File: config.mk
export PLATFORM = sky130hd
export DESIGN_NAME = aquila_dbus_router
export DESIGN_NICKNAME = d
export VERILOG_FILES = /design/src/rtl/aquila_dbus_router.sv
export SDC_FILE = /design/constraint.sdc
export NUM_CORES = 1
export LEC_CHECK = 0
export ABC_CLOCK_PERIOD_IN_PS = 4440
export CORE_MARGIN = 10
export CORE_UTILIZATION = 30
export CTS_BUF_LIST = sky130_fd_sc_hd__clkbuf_16
export DETAILED_ROUTE_END_ITERATION = 6
export PLACE_DENSITY_LB_ADDON = 0.12
export SYNTH_ARGS = -nofsm -noshare
export SYNTH_HDL_FRONTEND = slang
export SYNTH_SLANG_ARGS = --single-unit
File: constraint.sdc
create_clock -name clk_i -period 4.44 [get_ports clk_i]
set_input_delay 0.444 -clock clk_i [delete_from_list [all_inputs] [get_ports clk_i]]
set_output_delay 0.444 -clock clk_i [all_outputs]
set_load 0.03 [all_outputs]
File: src/rtl/aquila_dbus_router.sv
// -----------------------------------------------------------------------------
// aquila_dbus_router
//   Routes data-bus requests from the Aquila core to one of N_SLAVES
//   memory-mapped targets using a static, priority-ordered region table.
//   Only one transaction is tracked at a time. Unmapped addresses and targets
//   that never answer get an error response.
//
// Ports
//   clk_i, rst_n_i          clock, asynchronous active-low reset
//   p_strobe_i .. p_data_i  core request (one-cycle strobe + fields)
//   p_ready_o, p_data_o,    one-cycle response pulse, read data, error flag
//   p_error_o
//   busy_o                  a target access is outstanding
//   m_strobe_o              one-hot request pulse to the selected target
//   m_addr_o .. m_data_o    latched request fields, shared by all targets
//   m_ready_i, m_data_i     per-target done and read data (slice k = target k)
//   err_count_o             saturating count of error responses
// -----------------------------------------------------------------------------
module aquila_dbus_router #(
    parameter int XLEN           = 32,
    parameter int N_SLAVES       = 4,
    parameter logic [N_SLAVES*XLEN-1:0] REGION_BASE =
        {32'hF000_0000, 32'hC000_0000, 32'h8000_0000, 32'h0000_0000},
    parameter logic [N_SLAVES*XLEN-1:0] REGION_MASK =
        {32'hF000_0000, 32'hF000_0000, 32'hC000_0000, 32'hF000_0000},
    parameter int TIMEOUT_CYCLES = 1024
) (
    input  logic                     clk_i,
    input  logic                     rst_n_i,
    input  logic                     p_strobe_i,
    input  logic [XLEN-1:0]          p_addr_i,
    input  logic                     p_rw_i,
    input  logic [XLEN/8-1:0]        p_byte_enable_i,
    input  logic [XLEN-1:0]          p_data_i,
    output logic                     p_ready_o,
    output logic [XLEN-1:0]          p_data_o,
    output logic                     p_error_o,
    output logic                     busy_o,
    output logic [N_SLAVES-1:0]      m_strobe_o,
    output logic [XLEN-1:0]          m_addr_o,
    output logic                     m_rw_o,
    output logic [XLEN/8-1:0]        m_byte_enable_o,
    output logic [XLEN-1:0]          m_data_o,
    input  logic [N_SLAVES-1:0]      m_ready_i,
    input  logic [N_SLAVES*XLEN-1:0] m_data_i,
    output logic [7:0]               err_count_o
);

    localparam int BE_W  = XLEN / 8;
    localparam int SEL_W = (N_SLAVES > 1) ? $clog2(N_SLAVES) : 1;
    localparam int CNT_W = (TIMEOUT_CYCLES > 1) ? $clog2(TIMEOUT_CYCLES) : 1;
    localparam logic [CNT_W-1:0] CNT_LAST =
        CNT_W'((TIMEOUT_CYCLES > 0) ? TIMEOUT_CYCLES - 1 : 0);
    localparam bit TIMEOUT_EN = (TIMEOUT_CYCLES != 0);

    typedef enum logic [1:0] {
        S_IDLE = 2'd0,
        S_WAIT = 2'd1,
        S_RESP = 2'd2
    } state_t;

    state_t                state_q, state_d;
    logic [SEL_W-1:0]      sel_q, sel_d;
    logic [N_SLAVES-1:0]   m_strobe_q, m_strobe_d;
    logic [XLEN-1:0]       addr_q, addr_d;
    logic                  rw_q, rw_d;
    logic [BE_W-1:0]       be_q, be_d;
    logic [XLEN-1:0]       wdata_q, wdata_d;
    logic [XLEN-1:0]       rdata_q, rdata_d;
    logic                  err_q, err_d;
    logic [CNT_W-1:0]      cnt_q, cnt_d;
    logic [7:0]            err_count_q, err_count_d;

    logic                  hit;
    logic [SEL_W-1:0]      hit_idx;
    logic                  sel_ready;
    logic [XLEN-1:0]       sel_rdata;

    // Scan from the highest index down so the lowest matching region is the
    // last one written and therefore wins on overlap.
    always_comb begin
        hit     = 1'b0;
        hit_idx = '0;
        for (int k = N_SLAVES - 1; k >= 0; k--) begin
            if ((p_addr_i & REGION_MASK[k*XLEN +: XLEN]) == REGION_BASE[k*XLEN +: XLEN]) begin
                hit     = 1'b1;
                hit_idx = SEL_W'(k);
            end
        end
    end

    // Only the selected target's handshake is ever looked at.
    assign sel_ready = m_ready_i[sel_q];
    assign sel_rdata = m_data_i[int'(sel_q)*XLEN +: XLEN];

    always_comb begin
        state_d     = state_q;
        sel_d       = sel_q;
        m_strobe_d  = '0;
        addr_d      = addr_q;
        rw_d        = rw_q;
        be_d        = be_q;
        wdata_d     = wdata_q;
        rdata_d     = rdata_q;
        err_d       = err_q;
        cnt_d       = cnt_q;
        err_count_d = err_count_q;

        case (state_q)
            S_IDLE: begin
                if (p_strobe_i) begin
                    if (hit) begin
                        sel_d               = hit_idx;
                        addr_d              = p_addr_i;
                        rw_d                = p_rw_i;
                        be_d                = p_byte_enable_i;
                        wdata_d             = p_data_i;
                        m_strobe_d[hit_idx] = 1'b1;
                        cnt_d               = '0;
                        state_d             = S_WAIT;
                    end else begin
                        err_d   = 1'b1;
                        rdata_d = '0;
                        state_d = S_RESP;
                    end
                end
            end
            S_WAIT: begin
                // A ready in the same cycle the timeout would expire still
                // completes normally.
                if (sel_ready) begin
                    rdata_d = rw_q ? '0 : sel_rdata;
                    err_d   = 1'b0;
                    state_d = S_RESP;
                end else begin
                    cnt_d = cnt_q + 1'b1;
                    if (TIMEOUT_EN && (cnt_q == CNT_LAST)) begin
                        err_d   = 1'b1;
                        rdata_d = '0;
                        state_d = S_RESP;
                    end
                end
            end
            S_RESP: begin
                cnt_d   = '0;
                state_d = S_IDLE;
            end
            default: begin
                state_d = S_IDLE;
            end
        endcase

        // Count the error on entry to RESP so it is visible with the response.
        if ((state_q != S_RESP) && (state_d == S_RESP) && err_d && (err_count_q != 8'hFF)) begin
            err_count_d = err_count_q + 8'd1;
        end
    end

    always_ff @(posedge clk_i or negedge rst_n_i) begin
        if (!rst_n_i) begin
            state_q     <= S_IDLE;
            sel_q       <= '0;
            m_strobe_q  <= '0;
            addr_q      <= '0;
            rw_q        <= 1'b0;
            be_q        <= '0;
            wdata_q     <= '0;
            rdata_q     <= '0;
            err_q       <= 1'b0;
            cnt_q       <= '0;
            err_count_q <= '0;
        end else begin
            state_q     <= state_d;
            sel_q       <= sel_d;
            m_strobe_q  <= m_strobe_d;
            addr_q      <= addr_d;
            rw_q        <= rw_d;
            be_q        <= be_d;
            wdata_q     <= wdata_d;
            rdata_q     <= rdata_d;
            err_q       <= err_d;
            cnt_q       <= cnt_d;
            err_count_q <= err_count_d;
        end
    end

    assign p_ready_o       = (state_q == S_RESP);
    assign p_error_o       = (state_q == S_RESP) && err_q;
    assign p_data_o        = (state_q == S_RESP) ? rdata_q : '0;
    assign busy_o          = (state_q == S_WAIT);
    assign m_strobe_o      = m_strobe_q;
    assign m_addr_o        = addr_q;
    assign m_rw_o          = rw_q;
    assign m_byte_enable_o = be_q;
    assign m_data_o        = wdata_q;
    assign err_count_o     = err_count_q;

endmodule

==> impl_metrics.ini <==
[sta]
setup_viol = 0
min_period_over_period = 0.7369
slew_viol_final = 0
rsz0062_at_grt = false
tightest_slew_ns = 1.170
setup_tns_ns = 0
slew_headroom = 0.2148
hold_ws_ns = 0.04967
skew_ns = 0.009568
finalCriticalPeriod_ns = 3.272
fin_ws_ns = 1.168
hold_viol = 0
fmax_mhz = 305.7

[global_route]
grt_remaining_overflow = 0
track_usage = 0.1598
grt_pass1_wl_um = 35250
grt_pass1_vias = 5955
antenna_found_initial = 0
grt_max_degree = 70

[place]
portBuffers = 319
dpl.hpwl_um = 17860
dpl_worst_slack_ns = 1.372
place_congestion = 0.8575
dp_cells = 1102
placed_cell_area_mm2 = 0.009866

[worst_setup_path]
r2r_cells = 8
end_kind = primary output
setup.worst_path.start_class = register
timing.rr.end = err_count_o[6]
worstPathCellList = inv_1 > ha_1 > and2_1 > clkdlybuf4s50_1
path_max_fanout = 37
cpPeakStageDelay_ns = 0.91
ff2ff_setup_slack_ns = 1.61
cp.arrival_ns = 2.83
cp_slowest_cell = ha_1
worstPathRequired_ns = 4.00
crit_type = reg -> out
r2r-start = state_q[1]

[cts]
cts_buffers = 17
cts.clk_slew.worst_paths_ns = 0.06
h-tree-depth = 4
cts_root_buf = clkbuf_16
clock_latency_ns = 0.41
clock-sinks = 128
cts.path.max_buffers = 2
cts_resized = 0
tritoncts = built
cts_setup_buffers = 0
hold_buffers = 0

[synthesis]
synthSimpleGateAreaFrac = 0.1427
synth_warnings = 0
ys_seq_area_frac = 0.4996
netlist-cell-type-count = 48
synth-adder-area-share = 0.009758
ys_async_sr_fraction = 1.000
synthCells = 532
synth_area_mm2 = 0.006411
ys_seq_elements = 128
avgSynthCellArea_um2 = 12.05
synthMuxAreaShare = 0.2418
synth-compound-area-share = 0.07045
synth_flop_cell = dfrtp_1
synth_top_family_by_area = multiplexers
synthXorXnorAreaFrac = 0.009563
synth_nets = 741
synth_edf_count = 0

[cells_and_area]
fin_nets = 1055
layout_commonest_cell = clkdlybuf4s50_1
synthToLayoutAreaGrowth_pct = 63.37
register_area_mm2 = 0.003204
num-fill-cells = 1856
utilization = 0.4982
multi_input_area_mm2 = 0.003055
final_cells = 1133
drive_gt1_frac = 0.1737
final_cell_mix = 318 x clkdlybuf4s50_1, 127 x dfrtp_1, 95 x nand2_1
antenna_cells = 0
postLayoutCellArea_mm2 = 0.01047

[hold_path]
hold_class = in -> async

[routing]
drt_iter0_markers = 229
drc = 0
firstDrtPassIters = 4
post_drt_wl_per_cell_um = 19.83
antenna_left = 0
dr_total_vias = 5392
routed_wirelength_um = 22470
routed_via_density = 4.759

[power_and_ir_drop]
internal-power_mw = 4.056
switchingPower_mw = 2.689
pwr_density_cell_mw_per_mm2 = 644.0
pwr-share-seq = 0.290
pwr-share-comb = 0.497
p_leak_nw = 4.105
peakVddDrop_mv = 0.4141
p_clk_frac = 0.213
switching_share = 0.3987
power_mw = 6.745

[run_status]
outcome = complete, no violations

[floorplan]
initial_core_util = 0.3050
die_area_mm2 = 0.02762
fp-row-count = 53
die_h_um = 166.2
core_area_mm2 = 0.02102
ios = 320
fp.dieW_um = 166.2

[run]
drv_cap = 0
[worst max path at each step]
stage,startpoint,end,slack [ns],cells past startpoint
3_5_place_dp,p_addr_i[31],rdata_q[14],1.37,7
3_3_place_gp,p_addr_i[31],rdata_q[14],1.45,7
2_1_floorplan,state_q[1],err_count_o[1],2.13,9
5_1_grt,state_q[0],p_data_o[12],1.0,4
4_1_cts,state_q[0],p_data_o[12],1.13,4
6_report,state_q[0],p_data_o[12],1.17,4
[final cells by class]
class                      instances  share of cell area
timing repair buffer             326              0.3096
clock inverter                    14             0.01744
sequential                       128              0.3059
tap                              275             0.03285
multi-input combinational        368              0.2917
inverter                           5            0.001792
clock buffer                      17             0.04062
[critical path, delay by kind of cell, from the launching register on]
kind / cells / cell delay [ns]
buffers and inverters: 2 / 0.84
AND/OR/NAND/NOR: 1 / 0.25
flip-flops: 1 / 0.40
adder cells (fa/ha/maj): 1 / 0.91
[sequential cells by signal, summed over array words and instances (netlist names)]
name and count:
err_count_o 8, m_strobe_o 4, err_q 1, rdata_q 32, sel_q 2, m_byte_enable_o 4
m_addr_o 32, cnt_q 10, state_q 2, m_data_o 32, m_rw_o 1
[power by group through the flow]
stage          logic (mW)  clock network (mW)  registers (mW)
2_1_floorplan        1.34                   0            2.62
3_3_place_gp         3.37                   0            1.95
3_5_place_dp         3.40                   0            1.97
4_1_cts              3.42                1.47            1.96
5_1_grt              3.59                1.53            2.03
6_report             3.35                1.44            1.96
[synth_stat cells (all sizes together) (2+ instances only)]
cell type | count | area [um^2]
and3 | 5 | 31.28
nor4 | 5 | 37.53
or4 | 5 | 37.54
ha | 5 | 62.56
mux4 | 32 | 720.7
buf | 19 | 103.9
a21oi | 2 | 13.76
inv | 5 | 18.77
nand2 | 96 | 362.8
and2 | 37 | 231.5
nand3b | 4 | 30.03
nor3 | 4 | 25.02
nand3 | 12 | 60.06
dfrtp | 128 | 3203
a2bb2oi | 2 | 41.29
o2bb2ai | 2 | 36.29
o21ai | 46 | 237.7
mux2 | 71 | 807.0
xor2 | 6 | 52.55
clkbuf | 12 | 45.04
nor2b | 4 | 25.02
o221ai | 6 | 52.55
nor2 | 10 | 40.04
nand2b | 3 | 18.77
[cells by family after synthesis]
kind of cell | Yosys count
xor gates and xnor gates | 7
and+or+nand+nor | 187
adders and majority gates | 5
DFF | 128
buffers and inverters | 36
muxes | 104
AOI/OAI and AO/OA | 65
[layer usage]
metal	part of all wire	global-route usage	vias up
met4	0.0082	0.03891	0
met1	0.41	0.1815	2626
met2	0.47	0.2608	226
li1	-	-	2525
met3	0.11	0.08211	15
met5	0	0	-
Power figures use the tool's default switching activity.
